--- src/rtl/layer_pkg.sv ---
// Shared layer definitions: sequencer state encoding, default macro timing and width helpers.
package layer_pkg;

  typedef enum logic [1:0] {SEQ_IDLE, SEQ_LATCH, SEQ_CONV, SEQ_READ} seq_state_t;

  localparam int DEF_LATCH_CYC = 1;
  localparam int DEF_ADC_CYC   = 4;

  // Keeps every derived bus at least one bit wide, even when a count of 1 is configured.
  function automatic int clog2_min1(input int value);
    return (value > 1) ? $clog2(value) : 1;
  endfunction

  function automatic int max3(input int a, input int b, input int c);
    int m;
    m = (a > b) ? a : b;
    return (m > c) ? m : c;
  endfunction

endpackage

--- src/rtl/fm_pos_counter.sv ---
// Column/row position of the feature map: steps once per finished column, wraps at the
// frame edges and reports the wrap conditions of the current step.
module fm_pos_counter
  import layer_pkg::*;
#(
  parameter int FM_WIDTH  = 56,
  parameter int FM_HEIGHT = 56,
  localparam int COL_W    = clog2_min1(FM_WIDTH),
  localparam int ROW_W    = clog2_min1(FM_HEIGHT)
) (
  input  logic             clk,
  input  logic             rstn,
  input  logic             clear,
  input  logic             step,
  output logic [COL_W-1:0] col_idx,
  output logic [ROW_W-1:0] row_idx,
  output logic             col_wrap,
  output logic             row_wrap
);

  logic col_last;
  logic row_last;

  assign col_last = (col_idx == COL_W'(FM_WIDTH - 1));
  assign row_last = (row_idx == ROW_W'(FM_HEIGHT - 1));

  // row_wrap only means a frame end when qualified with col_wrap by the user.
  assign col_wrap = step && col_last;
  assign row_wrap = step && row_last;

  // Clear beats step so a frame start coinciding with a column end lands on 0/0.
  always_ff @(posedge clk) begin
    if (rstn || clear) begin
      col_idx <= '0;
      row_idx <= '0;
    end else if (step) begin
      if (col_last) begin
        col_idx <= '0;
        row_idx <= row_last ? '0 : row_idx + ROW_W'(1);
      end else begin
        col_idx <= col_idx + COL_W'(1);
      end
    end
  end

endmodule

--- src/rtl/macro_sequencer_layer4.sv ---
// Layer-4 CIM macro sequencer: per accepted column it strobes latch then adc, then reads the
// macros out one per cycle while tracking feature-map position and upstream protocol errors.
module macro_sequencer_layer4
  import layer_pkg::*;
#(
  parameter int FM_WIDTH  = 56,
  parameter int FM_HEIGHT = 56,
  parameter int MACRO_NUM = 4,
  parameter int LATCH_CYC = DEF_LATCH_CYC,
  parameter int ADC_CYC   = DEF_ADC_CYC,
  localparam int SEL_W    = clog2_min1(MACRO_NUM),
  localparam int COL_W    = clog2_min1(FM_WIDTH),
  localparam int ROW_W    = clog2_min1(FM_HEIGHT)
) (
  input  logic             clk,
  input  logic             rstn,
  input  logic             mode_in,
  input  logic             vs,
  input  logic             data_e,
  output logic             ready,
  output logic             latch,
  output logic             adc,
  output logic             rd_e,
  output logic [SEL_W-1:0] rd_sel,
  output logic [COL_W-1:0] col_idx,
  output logic [ROW_W-1:0] row_idx,
  output logic             col_done,
  output logic             frame_done,
  output logic             overrun
);

  localparam int PH_MAX = max3(LATCH_CYC, ADC_CYC, MACRO_NUM);
  localparam int PH_W   = clog2_min1(PH_MAX);

  seq_state_t      state;
  seq_state_t      next_state;
  logic [PH_W-1:0] phase;
  logic            mode_q;
  logic            accept;
  logic            col_wrap;
  logic            row_wrap;

  assign accept = ready && data_e && mode_in;

  // State register; phase restarts on every state change and idles at zero.
  always_ff @(posedge clk) begin
    if (rstn) begin
      state  <= SEQ_IDLE;
      phase  <= '0;
      mode_q <= 1'b0;
    end else begin
      state  <= next_state;
      mode_q <= mode_in;
      if ((next_state != state) || (state == SEQ_IDLE)) begin
        phase <= '0;
      end else begin
        phase <= phase + PH_W'(1);
      end
    end
  end

  always_comb begin
    next_state = state;
    if (!mode_in) begin
      next_state = SEQ_IDLE;
    end else begin
      case (state)
        SEQ_IDLE:  if (accept) next_state = SEQ_LATCH;
        SEQ_LATCH: if (phase == PH_W'(LATCH_CYC - 1)) next_state = SEQ_CONV;
        SEQ_CONV:  if (phase == PH_W'(ADC_CYC - 1)) next_state = SEQ_READ;
        SEQ_READ:  if (phase == PH_W'(MACRO_NUM - 1)) next_state = SEQ_IDLE;
        default:   next_state = SEQ_IDLE;
      endcase
    end
  end

  // Outputs decode only flops, so nothing combinational from the inputs reaches a port.
  always_comb begin
    ready    = 1'b0;
    latch    = 1'b0;
    adc      = 1'b0;
    rd_e     = 1'b0;
    rd_sel   = '0;
    col_done = 1'b0;
    case (state)
      SEQ_IDLE:  ready = mode_q;
      SEQ_LATCH: latch = 1'b1;
      SEQ_CONV:  adc   = 1'b1;
      SEQ_READ: begin
        rd_e     = 1'b1;
        rd_sel   = SEL_W'(phase);
        col_done = (phase == PH_W'(MACRO_NUM - 1));
      end
      default: ready = 1'b0;
    endcase
  end

  always_ff @(posedge clk) begin
    if (rstn) begin
      overrun <= 1'b0;
    end else if (data_e && !ready) begin
      overrun <= 1'b1;
    end
  end

  fm_pos_counter #(
    .FM_WIDTH  (FM_WIDTH),
    .FM_HEIGHT (FM_HEIGHT)
  ) u_pos (
    .clk      (clk),
    .rstn     (rstn),
    .clear    (vs),
    .step     (col_done),
    .col_idx  (col_idx),
    .row_idx  (row_idx),
    .col_wrap (col_wrap),
    .row_wrap (row_wrap)
  );

  // Taken from the pre-step position, so a coinciding vs cannot hide the frame end.
  assign frame_done = col_wrap && row_wrap;

endmodule

--- config.mk ---
export PLATFORM = sky130hd
export DESIGN_NAME = macro_sequencer_layer4
export DESIGN_NICKNAME = d
export VERILOG_FILES = /design/src/rtl/layer_pkg.sv /design/src/rtl/fm_pos_counter.sv /design/src/rtl/macro_sequencer_layer4.sv
export SDC_FILE = /design/constraint.sdc
export NUM_CORES = 1
export LEC_CHECK = 0
export ABC_CLOCK_PERIOD_IN_PS = 2000
export CORE_MARGIN = 8
export CORE_UTILIZATION = 35
export DETAILED_ROUTE_END_ITERATION = 7
export GPL_TIMING_DRIVEN = 0
export PLACE_DENSITY = 0.6
export SETUP_SLACK_MARGIN = 0.4
export SYNTH_ARGS = -nofsm -noshare
export SYNTH_HDL_FRONTEND = slang
export SYNTH_SLANG_ARGS = --single-unit
--- constraint.sdc ---
create_clock -name clk -period 2 [get_ports clk]
set_input_delay 0.2 -clock clk [delete_from_list [all_inputs] [get_ports clk]]
set_output_delay 0.2 -clock clk [all_outputs]
set_load 0.03 [all_outputs]
# [Word level (Yosys, flattened, before mapping)]
# Cells that the tools add are included.
[word_totals] register_bits=18 in_bits=5
[op_classes] add_sub_neg=3 eq_ne=7 mux=14 reduce_logical=13
[op_table] op="adder 6 x 1 -> 6 bit (second input constant)" count=2
[op_table] op="== test 6 bit (second input constant)" count=2
[op_table] op="2-to-1 mux 2 bit" count=6
[op_table] op="2-to-1 mux 6 bit" count=2
[op_table] op="case mux 2 bit (4 select lines)" count=1
[op_table] op="== test 2 bit (second input constant)" count=3
[op_table] op="logical AND 1 bit" count=6
[op_table] op="2-to-1 mux 1 bit" count=5
[op_table] op="zero test 2 bit" count=2
[op_table] op="adder 2 x 1 -> 2 bit (second input constant)" count=1
[op_table] op="== test 2 x 1 -> 1 bit (second input constant)" count=1
[op_table] op="logical OR 1 bit" count=2
[op_table] op="inequality test 2 bit" count=1
[op_table] op="AND reduction 2 bit" count=1
[op_table] op="OR reduction 2 bit" count=1
[op_table] op="zero test 1 bit" count=1

# [Logic depth before layout (Yosys ltp)]
[logic_depth] word_depth=10 mapped_depth=5 ltp_nobuf=5

# [Hierarchy]
# A second synthesis with hierarchy kept.
[hier_totals] hier_cells=111 hier_area_um2=994.7
[modules_own_cells] module="fm_pos_counter" n_inst=1 seq_area_each_um2=240.2 area_each_um2=674.4 cells_each=75
[modules_own_cells] module="macro_sequencer_layer4" n_inst=1 seq_area_each_um2=120.1 area_each_um2=320.3 cells_each=36

# [Worst setup path before layout]
# No wires, ideal clock.
[synth_timing] path_kind="register to output" from="register u_pos.col_idx[0]" to="output frame_done" t_arrival_ns=1.646 path_slack_ns=0.154 path_stages_with_launch=4 t_required_ns=1.800 n_path_buf=0 path_cell_list="dfxtp_1 ha_1 nand4_1 nor3_1"
[synth_between] elab_chain_len=3
[synth_rtl] element="start: declaration" line="fm_pos_counter.sv:15" text="output logic [COL_W-1:0] col_idx,"
[synth_rtl] element="start signal: assignment" line="fm_pos_counter.sv:41" text="col_idx <= col_idx + COL_W'(1);"
[synth_rtl] element="== test 6 bit" line="fm_pos_counter.sv:24" text="assign col_last = (col_idx == COL_W'(FM_WIDTH - 1));"
[synth_rtl] element="logical AND 1 bit" line="fm_pos_counter.sv:28" text="assign col_wrap = step && col_last;"
[synth_rtl] element="logical AND 1 bit" line="macro_sequencer_layer4.sv:121" text="assign frame_done = col_wrap && row_wrap;"
[synth_rtl] element="end: declaration" line="macro_sequencer_layer4.sv:28" text="output logic frame_done,"
# No other way between the ends.

# [Final worst setup path]
[layout_timing] from="register u_pos.row_idx[0]" to="output frame_done"
[layout_between] elab_chain_len=3
[layout_rtl] element="start: declaration" line="fm_pos_counter.sv:16" text="output logic [ROW_W-1:0] row_idx,"
[layout_rtl] element="start signal: assignment" line="fm_pos_counter.sv:39" text="row_idx <= row_last ? '0 : row_idx + ROW_W'(1);"
[layout_rtl] element="== test 6 bit" line="fm_pos_counter.sv:25" text="assign row_last = (row_idx == ROW_W'(FM_HEIGHT - 1));"
[layout_rtl] element="logical AND 1 bit" line="fm_pos_counter.sv:29" text="assign row_wrap = step && row_last;"
[layout_rtl] element="logical AND 1 bit" line="macro_sequencer_layer4.sv:121"
# No other way between the ends.

==> flow_results.org <==
** Status
- The flow ran to the end, and the final reports show no timing, DRC or antenna violations.

** Critical path
- Data arrives at the worst endpoint at between 1 and 1.5 ns.
- The worst setup path is launched from a flip-flop.
- For the worst setup path, the data required time is 1.80 ns.
- Crit path kind :: reg -> out
- The worst setup path is captured at an output pin.
- Worst Path Max Fanout :: 4

** Timing
- The number of hold-slack violations in the final timing report came to 0.
- Max-slew violation count :: 0
- Setup violations remaining at the end of the flow were counted as 0.
- Total negative slack for setup checks :: 0 ns
- For the pin with the worst max-slew slack, the measured transition is roughly 0.33 ns.
- Post-Route Skew :: 0.00759 ns
- Measured against its own limit, the worst slew margin works out to about four fifths.
- Maximum clock frequency :: 625 MHz
- The worst path in the final design needs a cycle of about 1.6 ns, including I/O delays and setup.
- Fin crit share :: 80.1%
- Setup repair after global routing could not meet its margin everywhere.

** Placed design
- Final weighted congestion in routability-driven placement :: 0.795
- Buffers placed on the I/O ports in this run total 25.
- The placed instances occupy a cell area of 1210 um2.
- Summed over all nets, the half-perimeter wirelength after detailed placement is 1.56 mm.

** Die
- The die is 66.9 um wide.
- Area of the core :: 2480 um2
- In this run the count of I/O pins placed on the die edge is 26.
- The floorplan step defined a die boundary enclosing 4480 um2.
- Chip height :: 66.9 um
- The initial utilization of the core area, before any placement, comes to 36.6%.
- # rows :: 18

** Detailed routing
- In the routed design, unresolved DRC markers number 0.
- For this run, the detailed router's first-pass iteration total came to 4.
- Total via count in the routed design :: 787
- After detailed routing, the total wire length is 2.10 mm.
- In this run, the number of DRC markers left after iteration 0 of detailed routing was 33.
- Vias per std cell :: about 4.7
- The count of nets left with antenna violations once routing finished came out at 0.
- Average wire per cell in the routed design :: 12.4 um

** CTS
- Cell chosen for the clock root :: clkbuf_4
- Number of sinks handled by clock tree synthesis :: 18
- Inserted Clock Buffers :: 3
- Clock latency on the worst-skew pair :: 0.29 ns
- TritonCTS built the clock tree.
- H-tree levels :: 1
- Clk pin slew, worst setup/hold paths :: 0.10 ns
- Counting along the longest clock path gives a buffer depth of 2.
- Hold buffers post-CTS :: 0

** Logic synthesis
- After synthesis the cells add up to 907 um2.
- Most frequent cell after synthesis :: dfxtp_1
- Commonest cells in the synthesized netlist :: 18 x dfxtp_1, 17 x nor2_1, 9 x xnor2_1
- Syn. warnings :: 0
- After synthesis, the netlist uses 29 different library cells.
- Ys flop type :: dfxtp_1
- Most area-hungry cell type in the Yosys netlist :: dfxtp_1
- Leading post-synthesis cells by cell area :: dfxtp_1 40%, xnor2_1 8.7%, nor2_1 7.0%
- Counting every net in the synthesized netlist gives 113.
- Post-synthesis register bit count :: 18
- Share of the synthesized area in the top cell type :: 39.7%
- Number of flops mapped to enable cells by yosys :: 0
- Average footprint of a synthesized cell :: 8.72 um2
- Number of standard cells after synthesis :: 104
- Summing the sequential cell areas from Yosys gives 39.7% of the chip area.
- In the synthesized netlist the async set-or-reset flop fraction comes to 0%.

** Power
- Peak supply drop :: 0.000274 V
- Per report_power, the combinational group accounts for roughly 6.4% of the total.
- Power Internal :: between 0.4 and 0.5 mW
- The completed layout was analyzed and its total power is a little over 0.6 mW.
- Switching share of power :: 22.0%
- Portion of total power attributed to the clock network :: 35.9%
- Power spread over the standard cell area amounts to 470 nW/um2.
- Summed over all nets, the switching power comes to 0.137 mW.
- Fraction of power consumed by sequential logic :: 57.7%
- Summed over all cells, the static leakage comes to 0.573 nW.

** Final layout
- Across the whole layout, storage elements account for 379 um2.
- Cells with a size suffix above 1 make up between 20% and 30% of the layout.
- In the final layout, the multi-input gates occupy 558 um2.
- After filler insertion, the fill cell instance count of the layout stands at roughly 260.
- Cell area after layout :: 1330 um2
- Relative to the synthesized area, the layout overhead comes to 46.1%.
- The final layout contains 149 nets.
- Inserted Diodes :: 0

** Hold path
- The path class of the tightest hold or removal check is reg -> reg.

** Run
- The tool flagged a number of max-cap violations equal to 0.

** GRT
- Number of global-route vias before repair :: 762
- For this run the aggregate overflow at the end of global routing stands at 0.
- Maximum number of pins on one net before global-route repair :: 11
- The number of antenna violations at the first check in global routing came to 0.
- Total routing resource utilization after global routing :: ~10%
- First-pass GRT wire length :: 3.52 mm
-- timing repair --
action                     CTS  global route
setup buffers                1             5
gates resized for setup     48            17
setup endpoints to repair   19            10
pin swaps                    1             3
-- cell type report --
type | count | share of cell area (%)
Multi-Input combinational cell | 76 | 42.1
Sequential cell | 18 | 28.6
Clock buffer | 4 | 2.74
Timing Repair Buffer | 31 | 20.2
Inverter | 7 | 1.98
Tap cell | 30 | 2.83
Buffer | 3 | 1.51
-- logic make-up (layout without fill, tap and decap cells) --
group                      Yosys count  after routing  synth area share [%]
and+or+nand+nor                     54             54                  33.8
xor gates and xnor gates            10             10                  9.66
muxes                                2              2                  2.21
adders and majority gates            4              4                  5.52
DFF                                 18             18                  39.7
buffers and inverters               10             45                  4.41
AOI/OAI and AO/OA                    6              6                  4.69
-- flip-flops by register name (all words and copies together) (netlist names) --
register,flops
u_pos.col_idx,6
state,2
u_pos.row_idx,6
phase,2
overrun,1
mode_q,1
-- layer usage --
layer	GRT usage (%)	wire, um
met5	0	0
met4	4.70	15
met3	2.68	129
met2	16.6	1060
met1	11.5	890
-- power by group through the flow --
stage               logic, mW  registers (mW)  clock network [mW]
floorplan              0.0169           0.375                   0
global placement       0.0412           0.372                   0
detailed placement     0.0413           0.372                   0
CTS                    0.0408           0.364               0.235
global route           0.0437           0.360               0.249
finish                 0.0396           0.360               0.224
-- critical path, stage by stage (launching register included) --
cell and delay [ns]:
dfxtp_4 0.39, ha_4 0.15, nand4_1 0.19, nor3_4 0.24
buf_6 0.15
-- cell usage in the layout, fill, tap and decap left out, drive strengths merged, types with 2 or more instances in the layout --
master	synthesis	layout
nand2b	2	2
xnor2	9	9
clkdlybuf4s50	0	7
nand3	2	2
clkdlybuf4s15	0	2
o21ai	2	2
dfxtp	18	18
and3	3	3
nor2b	7	7
inv	7	7
dlygate4sd2	0	9
nor3	9	9
ha	4	4
nand2	5	5
nand4	4	4
clkbuf	1	8
nor2	17	17
mux2i	2	2
buf	2	11
nand4b	2	2
-- metrics by stage --
step,cells,hold slack (ns),setup WS [ns],utilization [%]
6_report,169,0.454,0.399,53.5
5_1_grt,169,0.486,0.297,53.5
4_1_cts,164,0.459,0.295,50.8
3_5_place_dp,159,0.444,-0.0919,48.7
3_3_place_gp,159,0.435,-0.0665,48.7
2_1_floorplan,104,0.269,0.434,-
-- path summary, 6_finish.rpt --
path / cells after the start / slack [ns] / from / end
worst min-delay path: 2 / 0.45 / overrun / overrun
worst min register to register: 2 / 0.45 / overrun / overrun
worst max-delay path: 4 / 0.40 / u_pos.row_idx[0] / frame_done
worst max register to register: 5 / 0.59 / phase[0] / u_pos.row_idx[3]
Note: power is estimated with default switching activity, not from simulation.
==> RTL change, RTL diff (same flow settings) <==
`DEF_LATCH_CYC`: 1 -> 2.
--- a/src/rtl/layer_pkg.sv
+++ b/src/rtl/layer_pkg.sv
@@ -3,7 +3,7 @@
 
   typedef enum logic [1:0] {SEQ_IDLE, SEQ_LATCH, SEQ_CONV, SEQ_READ} seq_state_t;
 
-  localparam int DEF_LATCH_CYC = 1;
+  localparam int DEF_LATCH_CYC = 2;
   localparam int DEF_ADC_CYC   = 4;
 
   // Keeps every derived bus at least one bit wide, even when a count of 1 is configured.
Behaviour: not the same (Yosys sat finds a counterexample within 4 cycles, from zero or initial values and one cycle with rstn high).
==> RTL change against the original RTL <==
Sequential power about the same. Final area rose by 1.1%. Sequential cell count is the same. Setup slack worse by 210 ps. Largest cell class unchanged. Global-route usage is 0.84 points higher. Combinational power up 3%. Total power increased by 0.76%. Synthesized cell count is 6.7% lower. Critical path type unchanged. Area after synthesis decreased by 2.8%. Clock skew down 2.3 ps. Register-to-register slack worse by 250 ps. Wire length is 5.5% higher.
==> RTL change: results (changes against the original RTL) <==
status: "completed"  # unchanged
rr_worst_depth: 8  # was 5
hp-class: "flop to flop"  # unchanged
fin_cells: 164  # was 169
ir_drop_v: 0.000361  # was 0.000274 V
critical_path_peak_fanout: 2  # was 4
track_usage_pct: 10.8  # was 9.96%
synthTopCellsByArea: "dfxtp_1 41%, ha_1 5.7%, nor2_1 5.1%, xnor2_1 5.0%, xor2_1 5.0%"  # was dfxtp_1 40%, xnor2_1 8.7%, nor2_1 7.0%, ha_1 5.5%, nor2b_1 4.8%
clk_path_buf_depth: 2  # unchanged
io_buffers: 25  # unchanged
final_layout_size_suffix_gt1_share_pct: 29.9  # was 28.8%
tightest_slew_ps: 322  # was 328 ps
vias: 793  # was 787
cp.arrival_ps: 1610  # was 1400 ps
antenna_found_initial: 0  # unchanged
wl_um: 2210  # was 2100 µm
grt_max_degree: 11  # unchanged
synth_fp_nets: 106  # was 113
grt_pass1_wl_um: 3720  # was 3520 µm
drt_iter0_markers: 20  # was 33
fin_nets: 144  # was 149
synth.avg_cell_area_um2: 9.09  # was 8.72 µm²
grt_pass1_vias: 813  # was 762
dp_cells: 152  # was 159
globalplace.congestion: 0.733  # was 0.795
clock_skew_ps: 5.29  # was 7.59 ps
swShare_pct: 22.2  # was 22.0%
synth-seq-area-share_pct: 40.9  # was 39.7%
power_leakage_nw: 0.643  # was 0.573 nW
dp_hpwl_um: 1580  # was 1560 µm
use_met1_pct: 12.4  # was 11.5%
met2_usage_pct: 17.6  # was 16.6%
met3_usage_pct: 4.41  # was 2.68%
synth_common_cells: "18 x dfxtp_1, 12 x nor2_1, 6 x and3_1"  # was 18 x dfxtp_1, 17 x nor2_1, 9 x xnor2_1, 8 x nor3_1
-- RTL change: cell count changes after synthesis, sizes merged, moves of 3 or more --
cell	delta
and3	+3
inv	-4
nor2	-5
nor3	-4
xnor2	-4
xor2	+4
-- RTL change: metrics by stage --
stage	cell area [µm²]	setup slack, ps	total power [mW]
3_3_place_gp	1180	-213	0.411
6_report	1340	186	0.628
5_1_grt	1340	124	0.657
4_1_cts	1290	174	0.636
2_1_floorplan	888	403	0.390
3_5_place_dp	1180	-236	0.411
-- RTL change: final timing paths --
kind,slack (ps),end,startpoint
worst min register to register,450,overrun,overrun
worst max-delay path,190,frame_done,u_pos.col_idx[1]
worst max register to register,340,u_pos.row_idx[0],u_pos.col_idx[1]
worst min-delay path,450,overrun,overrun
-- RTL change: area by class of cell --
cell class	instances	area, µm²
inverter	3	11.3
tap	30	37.5
buffer	5	48.8
sequential	18	372
multi-input combinational	71	520
timing repair buffer	33	314
clock buffer	4	36.3
fill	246	1090
-- RTL change: kinds of logic after synthesis --
logic type,synth area share (%)
buffers and inverters,5.11
adder cells (fa/ha/maj),5.67
flip-flops,40.9
multiplexers,2.27
AND/OR/NAND/NOR,31.2
XOR/XNOR,9.93
AO/OA/AOI/OAI,4.96
-- RTL change: per-layer routing --
metal / vias up / share of wire [%]
met2: 18 / 47
met1: 367 / 47
li1: 406 / -
met5: - / 0
met3: 2 / 5.3
met4: 0 / 0.68
-- RTL change: what timing repair did --
action,4_1_cts,5_1_grt
endpoints found under the hold margin,0,0
pin swaps,12,1
setup buffers,8,0
setup endpoints to repair,24,22
resized for setup,44,29
-- RTL change: power groups by stage --
| stage | clock network, mW | registers, mW | logic (mW) |
|---|---|---|---|
| floorplan | 0 | 0.374 | 0.0160 |
| global placement | 0 | 0.371 | 0.0402 |
| detailed placement | 0 | 0.371 | 0.0400 |
| CTS | 0.235 | 0.362 | 0.0398 |
| global route | 0.253 | 0.361 | 0.0436 |
| finish | 0.227 | 0.360 | 0.0406 |
-- RTL change: worst max-delay path: stages, from the launching register on --
cell and delay [ps]:
dfxtp_2 370, ha_4 130, and4_4 220, buf_6 100, and2_4 120, buf_6 90
and3_4 170, buf_6 120
